==> src/rtl/huffman_decoder_if.sv <==
// Codebook load and serial bit stream into the huffman decoder,
// plus decoded symbol, error and frame-done outputs coming back.
interface huffman_decoder_if;
   logic       code_valid;
   logic [7:0] HC1, HC2, HC3, HC4, HC5, HC6;
   logic [7:0] M1, M2, M3, M4, M5, M6;
   logic       bit_valid;
   logic       bit_in;
   logic       sym_valid;
   logic [7:0] sym_out;
   logic       err;
   logic       done;
   logic [7:0] sym_cnt;

   modport master (
      output code_valid,
      output HC1, HC2, HC3, HC4, HC5, HC6,
      output M1, M2, M3, M4, M5, M6,
      output bit_valid, bit_in,
      input  sym_valid, sym_out, err, done, sym_cnt
   );

   modport slave (
      input  code_valid,
      input  HC1, HC2, HC3, HC4, HC5, HC6,
      input  M1, M2, M3, M4, M5, M6,
      input  bit_valid, bit_in,
      output sym_valid, sym_out, err, done, sym_cnt
   );
endinterface

==> src/rtl/huffman_decoder.sv <==
// Serial huffman decoder: latches a 6-entry codebook on code_valid, then
// turns one-bit-per-cycle input into symbols 1..6.
// Ports: CLK, reset (async, active-high), bus (slave side of
// huffman_decoder_if: codebook, bit stream, sym/err/done/sym_cnt outputs).
module huffman_decoder #(
   parameter int MAX_LEN = 8,
   parameter int NUM_SYM = 100
) (
   input  logic              CLK,
   input  logic              reset,
   huffman_decoder_if.slave  bus
);

   typedef enum logic [1:0] {
      S_EMPTY,
      S_DECODE,
      S_DONE
   } state_t;

   state_t     state_q, state_d;
   logic [7:0] hc_q [6];
   logic [7:0] hc_d [6];
   logic [7:0] m_q  [6];
   logic [7:0] m_d  [6];
   logic [7:0] acc_q, acc_d;
   logic [3:0] len_q, len_d;
   logic [7:0] cnt_q, cnt_d;
   logic [7:0] out_q, out_d;
   logic       sv_q, sv_d;
   logic       err_q, err_d;
   logic       done_q, done_d;

   logic [7:0] acc_n;
   logic [3:0] len_n;
   logic [7:0] len_mask;
   logic       hit;
   logic [2:0] hit_idx;

   assign acc_n    = {acc_q[6:0], bus.bit_in};
   assign len_n    = len_q + 4'd1;
   // all-ones mask of the current code length; an entry can only
   // match when its mask is exactly this
   assign len_mask = 8'((9'd1 << len_n) - 9'd1);

   // scan high to low so the lowest matching index wins
   always_comb begin
      hit     = 1'b0;
      hit_idx = 3'd0;
      for (int i = 5; i >= 0; i--) begin
         if (m_q[i] != 8'd0 && m_q[i] == len_mask &&
             (acc_n & m_q[i]) == hc_q[i]) begin
            hit     = 1'b1;
            hit_idx = 3'(i + 1);
         end
      end
   end

   always_comb begin
      state_d = state_q;
      hc_d    = hc_q;
      m_d     = m_q;
      acc_d   = acc_q;
      len_d   = len_q;
      cnt_d   = cnt_q;
      out_d   = out_q;
      sv_d    = 1'b0;
      err_d   = 1'b0;
      done_d  = 1'b0;
      if (bus.code_valid) begin
         hc_d[0] = bus.HC1;
         hc_d[1] = bus.HC2;
         hc_d[2] = bus.HC3;
         hc_d[3] = bus.HC4;
         hc_d[4] = bus.HC5;
         hc_d[5] = bus.HC6;
         m_d[0]  = bus.M1;
         m_d[1]  = bus.M2;
         m_d[2]  = bus.M3;
         m_d[3]  = bus.M4;
         m_d[4]  = bus.M5;
         m_d[5]  = bus.M6;
         acc_d   = 8'd0;
         len_d   = 4'd0;
         cnt_d   = 8'd0;
         state_d = S_DECODE;
      end else if (state_q == S_DECODE && bus.bit_valid) begin
         if (hit) begin
            sv_d  = 1'b1;
            out_d = {5'd0, hit_idx};
            cnt_d = cnt_q + 8'd1;
            acc_d = 8'd0;
            len_d = 4'd0;
            if (cnt_q == 8'(NUM_SYM - 1)) begin
               done_d  = 1'b1;
               state_d = S_DONE;
            end
         end else if (len_n == 4'(MAX_LEN)) begin
            err_d = 1'b1;
            acc_d = 8'd0;
            len_d = 4'd0;
         end else begin
            acc_d = acc_n;
            len_d = len_n;
         end
      end
   end

   always_ff @(posedge CLK or posedge reset) begin
      if (reset) state_q <= S_EMPTY;
      else       state_q <= state_d;
   end

   always_ff @(posedge CLK or posedge reset) begin
      if (reset) begin
         for (int i = 0; i < 6; i++) begin
            hc_q[i] <= 8'd0;
            m_q[i]  <= 8'd0;
         end
         acc_q  <= 8'd0;
         len_q  <= 4'd0;
         cnt_q  <= 8'd0;
         out_q  <= 8'd0;
         sv_q   <= 1'b0;
         err_q  <= 1'b0;
         done_q <= 1'b0;
      end else begin
         hc_q   <= hc_d;
         m_q    <= m_d;
         acc_q  <= acc_d;
         len_q  <= len_d;
         cnt_q  <= cnt_d;
         out_q  <= out_d;
         sv_q   <= sv_d;
         err_q  <= err_d;
         done_q <= done_d;
      end
   end

   assign bus.sym_valid = sv_q;
   assign bus.sym_out   = out_q;
   assign bus.err       = err_q;
   assign bus.done      = done_q;
   assign bus.sym_cnt   = cnt_q;

endmodule

==> src/flat_wrapper.sv <==
// flat-port wrapper written by rule: the top's interface ports become plain ports
module huffman_decoder_flat 
#(
   parameter int MAX_LEN = 8,
   parameter int NUM_SYM = 100
)
  (CLK, reset, bus_code_valid, bus_HC1, bus_HC2, bus_HC3, bus_HC4, bus_HC5, bus_HC6, bus_M1, bus_M2, bus_M3, bus_M4, bus_M5, bus_M6, bus_bit_valid, bus_bit_in, bus_sym_valid, bus_sym_out, bus_err, bus_done, bus_sym_cnt);
  huffman_decoder_if bus_i ();
  input  logic CLK;
  input  logic reset;
  input wire logic [$bits(bus_i.code_valid)-1:0] bus_code_valid;
  input wire logic [$bits(bus_i.HC1)-1:0] bus_HC1;
  input wire logic [$bits(bus_i.HC2)-1:0] bus_HC2;
  input wire logic [$bits(bus_i.HC3)-1:0] bus_HC3;
  input wire logic [$bits(bus_i.HC4)-1:0] bus_HC4;
  input wire logic [$bits(bus_i.HC5)-1:0] bus_HC5;
  input wire logic [$bits(bus_i.HC6)-1:0] bus_HC6;
  input wire logic [$bits(bus_i.M1)-1:0] bus_M1;
  input wire logic [$bits(bus_i.M2)-1:0] bus_M2;
  input wire logic [$bits(bus_i.M3)-1:0] bus_M3;
  input wire logic [$bits(bus_i.M4)-1:0] bus_M4;
  input wire logic [$bits(bus_i.M5)-1:0] bus_M5;
  input wire logic [$bits(bus_i.M6)-1:0] bus_M6;
  input wire logic [$bits(bus_i.bit_valid)-1:0] bus_bit_valid;
  input wire logic [$bits(bus_i.bit_in)-1:0] bus_bit_in;
  output wire logic [$bits(bus_i.sym_valid)-1:0] bus_sym_valid;
  output wire logic [$bits(bus_i.sym_out)-1:0] bus_sym_out;
  output wire logic [$bits(bus_i.err)-1:0] bus_err;
  output wire logic [$bits(bus_i.done)-1:0] bus_done;
  output wire logic [$bits(bus_i.sym_cnt)-1:0] bus_sym_cnt;
  assign bus_i.code_valid = bus_code_valid;
  assign bus_i.HC1 = bus_HC1;
  assign bus_i.HC2 = bus_HC2;
  assign bus_i.HC3 = bus_HC3;
  assign bus_i.HC4 = bus_HC4;
  assign bus_i.HC5 = bus_HC5;
  assign bus_i.HC6 = bus_HC6;
  assign bus_i.M1 = bus_M1;
  assign bus_i.M2 = bus_M2;
  assign bus_i.M3 = bus_M3;
  assign bus_i.M4 = bus_M4;
  assign bus_i.M5 = bus_M5;
  assign bus_i.M6 = bus_M6;
  assign bus_i.bit_valid = bus_bit_valid;
  assign bus_i.bit_in = bus_bit_in;
  assign bus_sym_valid = bus_i.sym_valid;
  assign bus_sym_out = bus_i.sym_out;
  assign bus_err = bus_i.err;
  assign bus_done = bus_i.done;
  assign bus_sym_cnt = bus_i.sym_cnt;
  huffman_decoder #(.MAX_LEN(MAX_LEN), .NUM_SYM(NUM_SYM)) u_core (.CLK(CLK), .reset(reset), .bus(bus_i));
endmodule
==> config.mk <==
export PLATFORM = sky130hd
export DESIGN_NAME = huffman_decoder_flat
export DESIGN_NICKNAME = d
export VERILOG_FILES = /design/src/rtl/huffman_decoder_if.sv /design/src/rtl/huffman_decoder.sv /design/src/flat_wrapper.sv
export SDC_FILE = /design/constraint.sdc
export NUM_CORES = 1
export LEC_CHECK = 0
export BUFFER_PORTS_ARGS = -buffer_cell sky130_fd_sc_hd__buf_2
export CAP_MARGIN = 20
export CORE_MARGIN = 2
export CORE_UTILIZATION = 38
export CTS_CLUSTER_DIAMETER = 200
export CTS_CLUSTER_SIZE = 30
export DETAILED_ROUTE_END_ITERATION = 10
export PLACE_DENSITY_LB_ADDON = 0.15
export SLEW_MARGIN = 0
export SYNTH_ARGS = -nofsm -noshare
export SYNTH_HDL_FRONTEND = slang
export SYNTH_SLANG_ARGS = --single-unit
==> constraint.sdc <==
create_clock -name CLK -period 5.6 [get_ports CLK]
set_input_delay 1.12 -clock CLK [delete_from_list [all_inputs] [get_ports CLK]]
set_output_delay 1.12 -clock CLK [all_outputs]
set_load 0.05 [all_outputs]
==> results of run 1 <==
[metal layers]
metal,vias to the layer above,global-route usage,share of wire
met5,-,0,0
met4,0,0.0879,0.032
met3,38,0.0526,0.061
met2,224,0.349,0.48
met1,2845,0.268,0.43
li1,2700,-,-
[per-stage QoR]
step / utilization / hold slack (ps)
6_report: 0.457 / 529
5_1_grt: 0.457 / 545
4_1_cts: 0.457 / 529
3_5_place_dp: 0.427 / 515
3_3_place_gp: 0.427 / 498
2_1_floorplan: - / 486
[layout make-up]
type	instances	area (µm²)
well taps	234	293
fillers	1758	10200
repair buffers	125	656
flip-flops and latches	123	3080
inverters	14	55.1
multi-input cells	496	3910
clock buffers	23	468
clock inverters	9	90.1
[cell families (layout without fill, tap and decap cells)]
group | Yosys count | after routing
adders and majority gates | 7 | 7
xor gates and xnor gates | 77 | 77
muxes | 102 | 102
other | 1 | 5
AOI/OAI and AO/OA | 116 | 116
and+or+nand+nor | 189 | 189
DFF | 123 | 123
buffers and inverters | 55 | 171
[power breakdown]
| part | leakage (µW) | internal, µW | switching (µW) |
|---|---|---|---|
| Sequential | 0.00149 | 961 | 101 |
| Combinational | 0.00174 | 205 | 232 |
| Clock | 0.000268 | 635 | 400 |
[how the worst max path moves through the flow]
stage                                  to  slack (ps)  cells past startpoint             from
CTS                 u_core.bus.sym_cnt[7]         480                     15  u_core.len_q[1]
global route        u_core.bus.sym_cnt[7]          20                     15  u_core.len_q[1]
global placement    u_core.bus.sym_cnt[7]         710                     15  u_core.len_q[1]
floorplan           u_core.bus.sym_cnt[7]        1140                     16  u_core.len_q[0]
detailed placement  u_core.bus.sym_cnt[7]         500                     15  u_core.len_q[1]
finish              u_core.bus.sym_cnt[5]         370                     15  u_core.len_q[1]
[sequential cells by signal, indices dropped and copies added, names as in the netlist]
signal and count:
u_core.m_q 48, u_core.bus.sym_cnt 8, u_core.bus.err 1, u_core.state_q 2, u_core.bus.done 1, u_core.len_q 4
u_core.bus.sym_out 3, u_core.bus.sym_valid 1, u_core.hc_q 48, u_core.acc_q 7
[cells in the mapped netlist (4+ instances only)]
cell       count
a32o_1         4
ha_1           7
xnor2_1       41
nor2_1        16
a32oi_1        4
buf_4          5
a22o_1         9
or4_1          8
xor2_1        36
nor3_1        10
or3_1          8
nor4b_1        5
nor3b_1        4
mux2i_1        5
nand4_1        9
nand3_1       15
a2111oi_0      4
nor4_1        18
o21ai_0       22
nand2b_1       5
inv_1         13
dfrtp_1      123
buf_2          7
nand4b_1       7
a211oi_1       9
clkbuf_1      26
nand2_1       61
mux2_2        96
a21oi_1       17
==> results.py, run 1 <==
metrics = {
    "outcome": {
        "status": "complete, no violations",
    },
    "sta": {
        "slew_headroom": 0.383,
        "final.setup.worst_slack_ps": 374,
        "finalSetupTns_ps": 0,
        "hold_violations": 0,
        "setup_viol": 0,
        "max_freq_ghz": 0.191,
        "skew_ps": 8.57,
        "post-route-min-period_ps": 5230,
        "tightest_slew_ps": 925,
        "fin_crit_sh": 0.933,
        "rsz0062_at_grt": "no",
        "drv_slew": 0,
    },
    "critical_path": {
        "worst-setup-path-type": "register to register",
        "crit_chain": "ha_1 > or3_1 > o41ai_4 > nand2_1 > ha_1 > nand2_1 > o311ai_0 > o41ai_1 > o32ai_4 > xnor2_1 > or4b_4 > o221ai_4 > o21ai_4 > or4_1 > a21oi_1",
        "worst_setup_path_end_kind": "register",
        "required_ps": 5930,
        "ff2ff_setup_slack_ps": 370,
        "regToRegStartpoint": "u_core.len_q[1]",
        "arrival_ps": 5560,
        "cpMaxStageDelayCell": "or4b_4",
        "worstPathBufferInverterCount": 0,
        "max_stage_delay_ps": 590,
        "rr_endpoint": "u_core.bus.sym_cnt[5]",
        "timing.reg2reg.worst_path_depth": 15,
        "critical_path.max_fanout": 14,
        "cp_top_family": "compound AO/OA/AOI/OAI gates",
        "start_kind": "register",
    },
    "synthesis": {
        "synth_top_family_by_area": "multiplexers",
        "synth_area_per_cell_um2": 10.8,
        "synth_compound_area_frac": 0.128,
        "ys_seq_area_frac": 0.426,
        "yosysTopAreaCellShare": 0.426,
        "synthMuxAreaShare": 0.158,
        "synthFlopType": "dfrtp_1",
        "synth_edf_count": 0,
        "synth_area_leaders": "dfrtp_1 43%, mux2_2 15%, xnor2_1 5.0%, xor2_1 4.4%, nand2_1 3.2%",
        "synth_seq_cells": 123,
        "yosysTopAreaCell": "dfrtp_1",
        "ys_types": 79,
        "synth_xor_area_frac": 0.0933,
        "synth_async_sr_flop_share": 1.00,
        "synth-simple-area-share": 0.148,
        "ys_warn_count": 0,
        "synthAdderAreaFrac": 0.0121,
        "syn_inst": 670,
        "synthesis.area_um2": 7220,
    },
    "power": {
        "power_uw": 2530,
        "p_leak_uw": 0.00349,
        "p_per_area_nw_per_um2": 296,
        "worst_ir_drop_vdd_uv": 228,
    },
    "grt": {
        "grt_max_degree": 74,
        "overflow": 0,
        "grt_pass1_wl_um": 32600,
        "grt_usage": 0.212,
        "antenna_found_initial": 0,
        "grt_pass1_vias": 5946,
    },
    "layout": {
        "mostFrequentLayoutCells": "123 x dfrtp_1, 113 x buf_2, 96 x mux2_2",
        "nets": 885,
        "final_cells": 1024,
        "design_area_um2": 8550,
        "drive_above_1_share": 0.338,
        "n_antenna_cell": 0,
        "area_growth_syn_to_layout_pct": 18.4,
        "final_common_cell": "dfrtp_1",
    },
    "clocking": {
        "cts_resized": 0,
        "clkTransAtPathRegs_ps": 60,
        "cts_max_level": 4,
        "clockBufferDepth": 2,
        "cts_tree": "yes",
        "insertion_delay_ps": 420,
        "clock-sinks": 123,
        "root_buffer": "clkbuf_16",
        "cts_made_buffers": 17,
        "cts-hold-fix-buffers": 0,
        "cts_setup_buffers": 0,
    },
    "hold_path": {
        "hold_path_end": "u_core.state_q[0]",
        "hold_path_depth": 1,
        "hp-class": "register to register",
        "hp-start": "u_core.state_q[0]",
    },
    "floorplan": {
        "pin_count": 120,
        "coreArea_um2": 18700,
        "die_x_um": 142,
        "dieHeight_um": 142,
        "dieArea_um2": 20100,
        "rows": 50,
        "start_util": 0.386,
    },
    "detailed_routing": {
        "drt_wl_total_um": 20800,
        "vias": 5807,
        "drt.antenna.violating_nets": 0,
        "firstDrtPassIters": 5,
        "detail_route.wl_per_cell_um": 20.4,
        "vias_per_cell": 5.67,
        "drc": 0,
        "drtIter0Drc": 454,
    },
    "placed_design": {
        "place_congestion": 0.875,
        "place_area_um2": 7990,
        "portBuffers": 114,
        "post-place-ws_ps": 501,
        "hpwlAfterDp_um": 15400,
        "dp_cells": 992,
    },
    "job": {
        "drv_cap": 0,
    },
}
No activity file was read; power rests on OpenSTA's default activity.
==> run 2: changes to the inputs <==
--- a/config.mk
+++ b/config.mk
@@ -8,7 +8,7 @@
 export BUFFER_PORTS_ARGS = -buffer_cell sky130_fd_sc_hd__buf_2
 export CAP_MARGIN = 20
 export CORE_MARGIN = 2
-export CORE_UTILIZATION = 38
+export CORE_UTILIZATION = 57
 export CTS_CLUSTER_DIAMETER = 200
 export CTS_CLUSTER_SIZE = 30
 export DETAILED_ROUTE_END_ITERATION = 10
==> results.py, run 2 (synthesis results as in run 1) <==
metrics = {
    "outcome": {
        "status": "complete, no violations",
    },
    "sta": {
        "rsz0062_at_grt": "no",
        "hold_violations": 0,
        "post-route-min-period_ps": 5030,
        "tightest_slew_ps": 965,
        "max_freq_ghz": 0.199,
        "setup_viol": 0,
        "skew_ps": 9.01,
        "final.setup.worst_slack_ps": 574,
        "slew_headroom": 0.357,
        "fin_crit_sh": 0.898,
        "finalSetupTns_ps": 0,
        "drv_slew": 0,
    },
    "detailed_routing": {
        "vias_per_cell": 6.20,
        "vias": 5931,
        "drtIter0Drc": 488,
        "drt_wl_total_um": 19600,
        "detail_route.wl_per_cell_um": 20.5,
        "drc": 0,
        "drt.antenna.violating_nets": 0,
        "firstDrtPassIters": 5,
    },
    "floorplan": {
        "rows": 41,
        "pin_count": 120,
        "dieArea_um2": 13600,
        "dieHeight_um": 117,
        "die_x_um": 117,
        "start_util": 0.577,
        "coreArea_um2": 12500,
    },
    "layout": {
        "mostFrequentLayoutCells": "123 x dfrtp_1, 113 x buf_2, 96 x mux2_2",
        "final_common_cell": "dfrtp_1",
        "drive_above_1_share": 0.338,
        "area_growth_syn_to_layout_pct": 18.0,
        "n_antenna_cell": 0,
        "nets": 880,
    },
    "power": {
        "p_leak_uw": 0.00351,
        "seq_power_share": 0.397,
        "combPwrFrac": 0.161,
        "sw_frac_of_total": 0.271,
        "power_uw": 2680,
        "pwr-share-clk": 0.441,
        "p_per_area_nw_per_um2": 314,
        "switchingPower_uw": 725,
        "intPower_uw": 1950,
        "worst_ir_drop_vdd_uv": 247,
    },
    "clocking": {
        "cts_setup_buffers": 0,
        "cts-hold-fix-buffers": 0,
        "clock-sinks": 123,
        "insertion_delay_ps": 430,
        "root_buffer": "clkbuf_16",
        "cts_made_buffers": 17,
        "clockBufferDepth": 2,
        "cts_max_level": 4,
        "cts_tree": "yes",
        "clkTransAtPathRegs_ps": 50,
        "cts_resized": 0,
    },
    "hold_path": {
        "hp-class": "register to register",
    },
    "grt": {
        "grt_max_degree": 80,
        "antenna_found_initial": 0,
        "overflow": 0,
        "grt_pass1_wl_um": 30900,
        "grt_usage": 0.304,
        "grt_pass1_vias": 5817,
    },
    "critical_path": {
        "critical_path.max_fanout": 11,
        "arrival_ps": 5330,
        "max_stage_delay_ps": 590,
        "worstPathBufferInverterCount": 0,
        "cpMaxStageDelayCell": "or4b_4",
        "worst-setup-path-type": "register to register",
        "worst_setup_path_end_kind": "register",
        "start_kind": "register",
        "cp_top_family": "compound AO/OA/AOI/OAI gates",
        "crit_chain": "ha_1 > or3_1 > o41ai_4 > nand2_1 > ha_1 > nand2_1 > o311ai_0 > o41ai_1 > o32ai_4 > xnor2_1 > or4b_4 > o221ai_4 > o21ai_4 > nor4_1 > mux2_1",
        "required_ps": 5910,
    },
    "job": {
        "drv_cap": 0,
    },
    "placed_design": {
        "post-place-ws_ps": 691,
        "place_congestion": 0.982,
        "hpwlAfterDp_um": 14300,
        "portBuffers": 114,
    },
}
==> run 2: changes by cell type in the layout (fill, tap and decap cells not counted) <==
cell	before	now
buf_4	12	7
bufinv_16	1	4
clkbuf_1	4	1
clkinv_4	3	0
clkbuf_8	2	4
clkinvlp_4	2	3
==> run 2: through the flow <==
| stage | utilization | hold slack (ps) | cells | cell area, µm² |
|---|---|---|---|---|
| floorplan | - | 486 | 674 | 7240 |
| finish | 0.681 | 531 | 957 | 8520 |
| detailed placement | 0.629 | 521 | 925 | 7880 |
| CTS | 0.681 | 535 | 957 | 8520 |
| global route | 0.681 | 551 | 957 | 8520 |
| global placement | 0.629 | 501 | 925 | 7880 |
==> run 2: worst paths after layout <==
| check | to | cells past startpoint | slack (ps) | startpoint |
|---|---|---|---|---|
| max | u_core.bus.sym_cnt[7] | 15 | 570 | u_core.len_q[1] |
| min | u_core.hc_q[31] | 1 | 530 | u_core.hc_q[31] |
| max in group asynchronous | u_core.hc_q[18] | 3 | 3520 | reset |
| max reg2reg | u_core.bus.sym_cnt[7] | 15 | 570 | u_core.len_q[1] |
| min reg2reg | u_core.hc_q[31] | 1 | 530 | u_core.hc_q[31] |
| min in group asynchronous | u_core.m_q[1] | 2 | 890 | reset |
==> run 2: power groups by stage <==
stage	clock network [µW]	registers, µW	logic (µW)
floorplan	0	1030	327
global placement	0	1070	412
detailed placement	0	1070	426
CTS	1200	1060	430
global route	1240	1070	472
finish	1180	1060	433
==> run 2: final cells by class <==
class | instances | area [µm²]
Timing Repair Buffer | 120 | 618
Tap cell | 172 | 215
Multi-Input combinational cell | 496 | 3910
Clock buffer | 22 | 484
Sequential cell | 123 | 3080
Fill cell | 1007 | 3990
Inverter | 14 | 55.1
Clock inverter | 10 | 161
==> run 2: layer usage <==
layer / global-route usage / routed length [µm]
met1: 0.390 / 8020
met2: 0.488 / 9480
met3: 0.0695 / 1490
met4: 0.145 / 653
met5: 0 / 0
